$ cat src/rtl/iob_addsub_pkg.sv
// Shared definitions for every client of the iob_addsub datapath.
// Op encodings live here so requesters and arbiters agree on them.
package iob_addsub_pkg;

  typedef enum logic {
    OP_ADD = 1'b0,
    OP_SUB = 1'b1
  } addsub_op_e;

  typedef enum logic {
    SLOT_EMPTY = 1'b0,
    SLOT_FULL  = 1'b1
  } slot_state_e;

  // Index width for a requester count; never narrower than one bit.
  function automatic int id_width(input int n);
    return (n > 1) ? $clog2(n) : 1;
  endfunction

endpackage

$ cat src/rtl/iob_addsub.sv
// Combinational signed add/subtract over a sign-extended DATA_W+1 bit sum.
// Carry and overflow are taken from the top two sum bits.
module iob_addsub
  import iob_addsub_pkg::*;
#(
  parameter int DATA_W = 32
) (
  input  logic [DATA_W-1:0] a_i,
  input  logic [DATA_W-1:0] b_i,
  input  addsub_op_e        op_i,
  output logic [DATA_W-1:0] res_o,
  output logic              carry_o,
  output logic              overflow_o
);

  logic              sub;
  logic [DATA_W:0]   a_ext;
  logic [DATA_W:0]   b_ext;
  logic [DATA_W:0]   sum;

  assign sub   = (op_i == OP_SUB);
  assign a_ext = {a_i[DATA_W-1], a_i};
  // Subtract as A + ~B + 1 on the extended operands.
  assign b_ext = {(DATA_W+1){sub}} ^ {b_i[DATA_W-1], b_i};
  assign sum   = a_ext + b_ext + {{DATA_W{1'b0}}, sub};

  assign res_o      = sum[DATA_W-1:0];
  assign carry_o    = sum[DATA_W];
  assign overflow_o = sum[DATA_W] ^ sum[DATA_W-1];

endmodule

$ cat src/rtl/iob_addsub_arb.sv
// Round-robin arbiter sharing one iob_addsub among N_REQ requesters,
// with a one-entry registered response slot (latency 1, drain+accept in one cycle).
module iob_addsub_arb
  import iob_addsub_pkg::*;
#(
  parameter  int DATA_W = 32,
  parameter  int N_REQ  = 4,
  localparam int ID_W   = id_width(N_REQ)
) (
  input  logic                    clk_i,
  input  logic                    arst_n_i,
  input  logic [N_REQ-1:0]        req_valid_i,
  output logic [N_REQ-1:0]        req_ready_o,
  input  logic [N_REQ*DATA_W-1:0] req_op_a_i,
  input  logic [N_REQ*DATA_W-1:0] req_op_b_i,
  input  logic [N_REQ-1:0]        req_op_i,
  output logic                    rsp_valid_o,
  input  logic                    rsp_ready_i,
  output logic [ID_W-1:0]         rsp_id_o,
  output logic [DATA_W-1:0]       rsp_res_o,
  output logic                    rsp_carry_o,
  output logic                    rsp_overflow_o
);

  // First valid bit at or above ptr, wrapping modulo N_REQ.
  function automatic logic [N_REQ-1:0] rr_grant(input logic [N_REQ-1:0] vld,
                                                input logic [ID_W-1:0]  ptr);
    logic [N_REQ-1:0] g;
    logic             found;
    logic [ID_W-1:0]  idx;
    g     = '0;
    found = 1'b0;
    for (int i = 0; i < N_REQ; i++) begin
      idx = ID_W'((int'(ptr) + i) % N_REQ);
      if (!found && vld[idx]) begin
        g[idx] = 1'b1;
        found  = 1'b1;
      end
    end
    return g;
  endfunction

  slot_state_e state_q, state_d;
  logic [ID_W-1:0]                ptr_q;
  logic [N_REQ-1:0]               gnt;
  logic [ID_W-1:0]                gnt_idx;
  logic                           slot_free;
  logic                           accept;
  logic [N_REQ-1:0][DATA_W-1:0]   op_a;
  logic [N_REQ-1:0][DATA_W-1:0]   op_b;
  logic [DATA_W-1:0]              alu_res;
  logic                           alu_carry;
  logic                           alu_ovf;

  assign op_a = req_op_a_i;
  assign op_b = req_op_b_i;

  assign slot_free   = (state_q == SLOT_EMPTY) || rsp_ready_i;
  assign gnt         = rr_grant(req_valid_i & {N_REQ{slot_free}}, ptr_q);
  // Grants are masked while reset is held so nothing slips into the slot.
  assign req_ready_o = arst_n_i ? gnt : '0;
  assign accept      = |req_ready_o;

  always_comb begin
    gnt_idx = '0;
    for (int k = 0; k < N_REQ; k++)
      if (gnt[k]) gnt_idx = ID_W'(k);
  end

  iob_addsub #(.DATA_W(DATA_W)) u_addsub (
    .a_i        (op_a[gnt_idx]),
    .b_i        (op_b[gnt_idx]),
    .op_i       (addsub_op_e'(req_op_i[gnt_idx])),
    .res_o      (alu_res),
    .carry_o    (alu_carry),
    .overflow_o (alu_ovf)
  );

  always_ff @(posedge clk_i or negedge arst_n_i) begin
    if (!arst_n_i) state_q <= SLOT_EMPTY;
    else           state_q <= state_d;
  end

  always_comb begin
    state_d = state_q;
    case (state_q)
      SLOT_EMPTY: if (accept) state_d = SLOT_FULL;
      SLOT_FULL:  if (!accept && rsp_ready_i) state_d = SLOT_EMPTY;
      default:    state_d = SLOT_EMPTY;
    endcase
  end

  assign rsp_valid_o = (state_q == SLOT_FULL);

  always_ff @(posedge clk_i or negedge arst_n_i) begin
    if (!arst_n_i) begin
      ptr_q          <= '0;
      rsp_id_o       <= '0;
      rsp_res_o      <= '0;
      rsp_carry_o    <= 1'b0;
      rsp_overflow_o <= 1'b0;
    end else if (accept) begin
      ptr_q          <= (gnt_idx == ID_W'(N_REQ-1)) ? '0 : gnt_idx + ID_W'(1);
      rsp_id_o       <= gnt_idx;
      rsp_res_o      <= alu_res;
      rsp_carry_o    <= alu_carry;
      rsp_overflow_o <= alu_ovf;
    end
  end

endmodule

$ cat config.mk
export PLATFORM = sky130hd
export DESIGN_NAME = iob_addsub_arb
export DESIGN_NICKNAME = d
export VERILOG_FILES = /design/src/rtl/iob_addsub_pkg.sv /design/src/rtl/iob_addsub.sv /design/src/rtl/iob_addsub_arb.sv
export SDC_FILE = /design/constraint.sdc
export NUM_CORES = 1
export LEC_CHECK = 0
export BUFFER_PORTS_ARGS = -buffer_cell sky130_fd_sc_hd__buf_2
export CORE_MARGIN = 10
export CORE_UTILIZATION = 44
export CTS_CLUSTER_SIZE = 24
export DETAILED_ROUTE_END_ITERATION = 7
export HOLD_SLACK_MARGIN = 0.06
export PLACE_DENSITY = 0.78
export SLEW_MARGIN = 25
export SYNTH_ARGS = -nofsm -noshare
export SYNTH_HDL_FRONTEND = slang
export SYNTH_SLANG_ARGS = --single-unit
$ cat constraint.sdc
create_clock -name clk_i -period 6.5 [get_ports clk_i]
set_input_delay 0 -clock clk_i [delete_from_list [all_inputs] [get_ports clk_i]]
set_output_delay 0 -clock clk_i [all_outputs]
set_load 0.02 [all_outputs]
* Word-level counts from Yosys, hierarchy flattened
Cells that the tools add are included. Widths: inputs -> output; s select.
Word-level totals: output and inout bits 41, word-level logic and storage cells 80, register bits after elaboration 39
Cells by class: add/sub/neg operators 6, multiplexer cells 37, equal/unequal tests 1, bitwise logic cells 7, reduce and logical (&&, ||, !) cells 14, $lt $le $gt $ge 9
Operators by type and width (count):
- $bmux 32 s2 | 2
- $mux 32 | 2
- $add 33x1->33 | 1
- $add 33x33->33 | 1
- $xor 33x33->33 | 1
- $mux 4 | 5
- $lt 2x3->1 const B | 5
- $mux 1 | 15
- $or 4x4->4 | 3
- $bmux 1 s2 | 5
- $demux 1 s2 | 4
- $ge 2x1->1 const B | 4
- $logic_and 1x1->1 | 8
- $mux 2 | 3
- $add 2x1->2 const B | 2
- $add 2x2->2 const B | 2
- $and 4x4->4 | 1
- $logic_not 1->1 | 4
- $reduce_or 4->1 | 1
- $eq 2x2->1 const B | 1
- $pmux 1 s2 | 1
- $logic_or 1x1->1 | 1
- $not 1->1 | 1
- $xor 1x1->1 | 1

* Logic depth before layout (Yosys ltp)
depth in word-level cells 24, gate-level depth with buffers 30, mapped depth without buffers 26

* Hierarchy
A second synthesis with hierarchy kept.
Second synthesis, totals: cells, all modules 722, area, all modules 5900.7 um^2
Modules (own cells, without submodules):
- iob_addsub_arb | cells an instance 442, area each 3834.9 um^2, seq. area each 975.9 um^2, instances 1
- iob_addsub | cells an instance 280, area each 2065.7 um^2, seq. area each 0.0 um^2, instances 1

* Worst setup path after synthesis
OpenSTA, ideal clock, no wires.
path kind register to register, start point reg ptr_q[0], end point reg rsp_overflow_o, stages on the path, launching flop included 27, path buffers 4, data arrival time 5742 ps, data required time 6431 ps, period minus slack after synthesis 5812 ps, slack 688 ps, library setup time 69 ps, path through dfrtp_1 > buf_6 > inv_1 > ha_1 > or3b_1 > a211o_1 > a21o_1 > a21o_1 > nand2_1 > mux2_2 > a221o_1 > buf_4 > clkbuf_1 > xnor2_1 > ha_1 > clkbuf_1 > and4_1 > nand3_1 > a211oi_1 > o21ai_0 > a31oi_1 > a21o_1 > a31oi_1 > nor2_1 > and4_1 > a22oi_1 > nand3_1
Between the ends: word-level cells in the longest chain between the ends 21, elaborated cells between the ends (all ways) 62
Ends and longest elaborated chain:
- from (decl) | line iob_addsub_arb.sv:44 | logic [ID_W-1:0] ptr_q;
- from (signal assigned) | line iob_addsub_arb.sv:103 | ptr_q <= (gnt_idx == ID_W'(N_REQ-1)) ? '0 : gnt_idx + ID_W'(1);
- parallel branches: the longest is 11 deep, another holds $lt 2x3->1
- $mux 4 * | line iob_addsub_arb.sv:35 | if (!found && vld[idx]) begin
- $mux 1 | line iob_addsub_arb.sv:67 | if (gnt[k]) gnt_idx = ID_W'(k);
- $mux 2 (2 in series) | line iob_addsub_arb.sv:67
- $bmux 1 s2 / $bmux 32 s2 (equally long branches) | line iob_addsub_arb.sv:73, iob_addsub_arb.sv:72
- $mux 1 (not written as such) / $mux 32 (equally long branches) | line iob_addsub_arb.sv:73, iob_addsub_arb.sv:72
- $xor 33x33->33 | line iob_addsub.sv:24 | assign b_ext = {(DATA_W+1){sub}} ^ {b_i[DATA_W-1], b_i};
- $add 33x33->33 | line iob_addsub.sv:25 | assign sum = a_ext + b_ext + {{DATA_W{1'b0}}, sub};
- $add 33x1->33 | line iob_addsub.sv:25
- $xor 1x1->1 | line iob_addsub.sv:29 | assign overflow_o = sum[DATA_W] ^ sum[DATA_W-1];
- to (signal assigned) | line iob_addsub_arb.sv:107 | rsp_overflow_o <= alu_ovf;
- to (decl) | line iob_addsub_arb.sv:22 | output logic rsp_overflow_o
Mark *: on every way between the ends. The select of a mux whose other input is x is not followed. A chain may end at the register's enable or synchronous reset.

* Worst setup path in the final report
start point reg ptr_q[1], end point reg rsp_res_o[22]
Between the ends: word-level cells in the longest chain between the ends 20, elaborated cells between the ends (all ways) 61
Ends and longest elaborated chain:
- parallel branches: the longest is 11 deep, another holds $lt 2x3->1
- $mux 4 * | line iob_addsub_arb.sv:35
- $mux 1 | line iob_addsub_arb.sv:67
- $mux 2 (2 in series) | line iob_addsub_arb.sv:67
- $bmux 1 s2 / $bmux 32 s2 (equally long branches) | line iob_addsub_arb.sv:73, iob_addsub_arb.sv:72
- $mux 1 (not written as such) / $mux 32 (equally long branches) | line iob_addsub_arb.sv:73, iob_addsub_arb.sv:72
- $xor 33x33->33 | line iob_addsub.sv:24
- $add 33x33->33 | line iob_addsub.sv:25
- $add 33x1->33 | line iob_addsub.sv:25
- to (signal assigned) | line iob_addsub_arb.sv:105 | rsp_res_o <= alu_res;
- to (decl) | line iob_addsub_arb.sv:20 | output logic [DATA_W-1:0] rsp_res_o,
Marked as above.

==> flow_metrics.py <==
metrics = {
    "cts": {
        "cts_setup_buffers": 0,
        "htree_levels": 2,
        "cts.reportedPaths.clkPinSlew_ps": 70,
        "cts_tree": "built",
        "cts_sinks": 39,
        "numCtsBuffers": 5,
        "insertion_delay_ps": 290,
        "cts_root_buf": "clkbuf_16",
        "cts_buffer_depth": 2,
    },
    "sta": {
        "tightest_slew_ps": 589,
        "hold_violations": 0,
        "rsz0062_at_grt": "no",
        "period_needed_ps": 6120,
        "max_freq_mhz": 163,
        "slew_headroom": 0.604,
        "clock_skew_ps": 9.63,
        "setup_tns_ps": 0,
        "setup_viol": 0,
        "finalMaxSlewViolations": 0,
        "setup_slack_ps": 377,
        "fin_crit_sh": 0.942,
        "hold_ws_ps": 166,
    },
    "floorplan": {
        "die_h_um": 136,
        "die_w_um": 136,
        "io_pins": 308,
        "die_area_um2": 18500,
        "start_util": 0.448,
        "row_count": 42,
        "core_area_um2": 13200,
    },
    "yosys": {
        "netlist_instances": 793,
        "synth_area_per_cell_um2": 7.47,
        "synth_nets": 1100,
        "ys_top_cells_by_count": "a21oi_1 (102), nand2_1 (84), nor2_1 (65), a21o_1 (56), clkbuf_1 (47)",
        "netlist-cell-type-count": 71,
        "netlist.area_leader.share": 0.165,
        "ys_seq_elements": 39,
        "yosysSeqAreaShare": 0.165,
        "synth_edf_count": 0,
        "synthArstFlopShare": 1.00,
        "yosys_warnings": 0,
        "synth_ff_type": "dfrtp_1",
        "synth_top_area_cell": "dfrtp_1",
        "synth_area_um2": 5930,
        "synthTopCellsByArea": "dfrtp_1 (16%), a21oi_1 (8.6%), ha_1 (8.2%)",
        "yosysMostFrequentCell": "a21oi_1",
    },
    "run_status": {
        "status": "completed",
    },
    "drt": {
        "ant_nets": 0,
        "drc": 0,
        "dr_wl_met2_um": 11900,
        "wl_per_cell_um": 19.9,
        "wirelength_met1_um": 10300,
        "num_vias": 7157,
        "top_layer_used": "met4",
        "drt_pass1_iterations": 5,
        "vias_per_cell": 5.73,
        "drt_wl_total_um": 24900,
        "wl_met3_um": 2280,
        "drt_iter0_markers": 472,
    },
    "global_route": {
        "grt_pass1_vias": 6989,
        "grt_pass1_wl_um": 37600,
        "grt_usage": 0.251,
        "grt-ovfl-total": 0,
        "grt_start_max_net_pins": 86,
        "antenna_found_initial": 4,
    },
    "worst_setup_path": {
        "cp-end-kind": "register",
        "critPathMaxFanout": 85,
        "rr_worst_depth": 24,
        "cp-start-kind": "register",
        "ff2ff_setup_slack_ps": 380,
        "rr_endpoint": "rsp_res_o[22]$_DFFE_PN0P_",
        "reg2reg_from": "ptr_q[1]$_DFFE_PN0P_",
        "crit_required_ps": 6660,
        "worstSetupPathType": "reg -> reg",
        "worstPathArrival_ps": 6280,
    },
    "placement": {
        "place_hpwl_um": 20900,
        "io_buffers": 307,
        "dp_cells": 1236,
        "place_ws_ps": 287,
        "gp_congestion": 0.963,
    },
    "hold_path": {
        "min_path_cells": 3,
        "whs_endpoint": "rsp_valid_o$_DFF_PN0_",
        "hold_class": "in -> reg",
        "min-delay-start": "rsp_ready_i",
    },
    "layout": {
        "drive_gt1_frac": 0.341,
        "area_delta_synth_final_pct": 32.3,
        "stdcell_count": 1250,
        "fin_nets": 1375,
    },
    "run": {
        "drv_cap": 0,
    },
}
-- flip-flops by register name (all words and copies together) (netlist names) --
name            flops
rsp_overflow_o      1
rsp_res_o          32
rsp_carry_o         1
rsp_valid_o         1
ptr_q               2
rsp_id_o            2
-- stage by stage --
stage | util | area (um2)
finish | 0.592 | 7840
global route | 0.592 | 7840
CTS | 0.589 | 7800
detailed placement | 0.576 | 7620
global placement | 0.576 | 7620
floorplan | - | 5930
-- how the worst max path moves through the flow --
| stage | from | end | slack, ps | depth (start not counted) |
|---|---|---|---|---|
| 2_1_floorplan | ptr_q[0]$_DFFE_PN0P_ | rsp_overflow_o$_DFFE_PN0P_ | 690 | 26 |
| 3_3_place_gp | ptr_q[1]$_DFFE_PN0P_ | rsp_overflow_o$_DFFE_PN0P_ | 460 | 26 |
| 3_5_place_dp | ptr_q[1]$_DFFE_PN0P_ | rsp_overflow_o$_DFFE_PN0P_ | 290 | 26 |
| 4_1_cts | ptr_q[1]$_DFFE_PN0P_ | rsp_overflow_o$_DFFE_PN0P_ | 250 | 26 |
| 5_1_grt | ptr_q[1]$_DFFE_PN0P_ | rsp_res_o[22]$_DFFE_PN0P_ | 7 | 24 |
| 6_report | ptr_q[1]$_DFFE_PN0P_ | rsp_res_o[22]$_DFFE_PN0P_ | 380 | 24 |
-- routing by layer --
layer,up-vias,global-route usage
li1,3515,-
met1,3272,0.327
met2,329,0.407
met3,41,0.0609
met4,0,0.0627
met5,-,0
-- kinds of logic (layout without fill, tap and decap cells) --
logic type / Yosys count / count (layout) / synth area share
mux: 37 / 37 / 0.0671
fa+ha+maj: 40 / 40 / 0.0857
flops: 39 / 39 / 0.165
other cells: 0 / 5 / 0
compound gates: 320 / 320 / 0.371
simple gates: 230 / 230 / 0.183
xor+xnor: 50 / 50 / 0.0739
buf+inv: 77 / 353 / 0.0540
-- what timing repair did --
| item | CTS | global route |
|---|---|---|
| setup endpoints to repair | 0 | 5 |
| hold endpoints to repair | 39 | 0 |
| hold buffers | 1 | 0 |
| resized for setup | 0 | 6 |
-- placed cells by master (no fill, tap or decap), types with 5 or more instances in the layout --
cell type and instances:
nand3_1 12, nor4_1 6, nor2_1 64, a21o_1 56, and2_1 6, o21ai_0 33
o21bai_1 7, dfrtp_1 38, nand4_1 6, mux2i_1 33, clkbuf_16 5, a211oi_1 38
nand2_1 83, inv_1 16, o221ai_1 31, nor3_1 9, buf_4 19, diode_2 5
xnor2_1 43, a21oi_1 102, ha_1 39, nor2b_1 6, xor2_1 7, buf_2 307
a31oi_1 7
-- area by class of cell --
class	count	area [um2]
Sequential cell	39	977
Inverter	16	60.1
Clock inverter	3	43.8
Fill cell	1298	5400
Tap cell	176	220
Antenna cell	5	12.5
Clock buffer	5	125
Multi-Input combinational cell	677	4680
Timing Repair Buffer	329	1720
-- worst max-delay path, stage by stage, from the launching register on --
cell and delay [ps]:
dfrtp_2 470, inv_1 140, ha_1 360, or3b_1 360
a211o_1 300, a21o_1 200, a21oi_1 250, a221o_4 270
buf_12 300, and2_1 200, a221o_2 230, xnor2_1 100
ha_1 380, nor2b_1 170, o21a_1 170, o21ai_0 390
a21oi_1 210, a21boi_0 410, o21ai_0 200, a41oi_1 350
nor2b_1 80, o21ai_0 160, nand2b_1 80, xnor2_1 120
o21ai_0 80
Power is not shown: default switching activity piles up to over one toggle a cycle in this logic, so the estimate is an artifact.
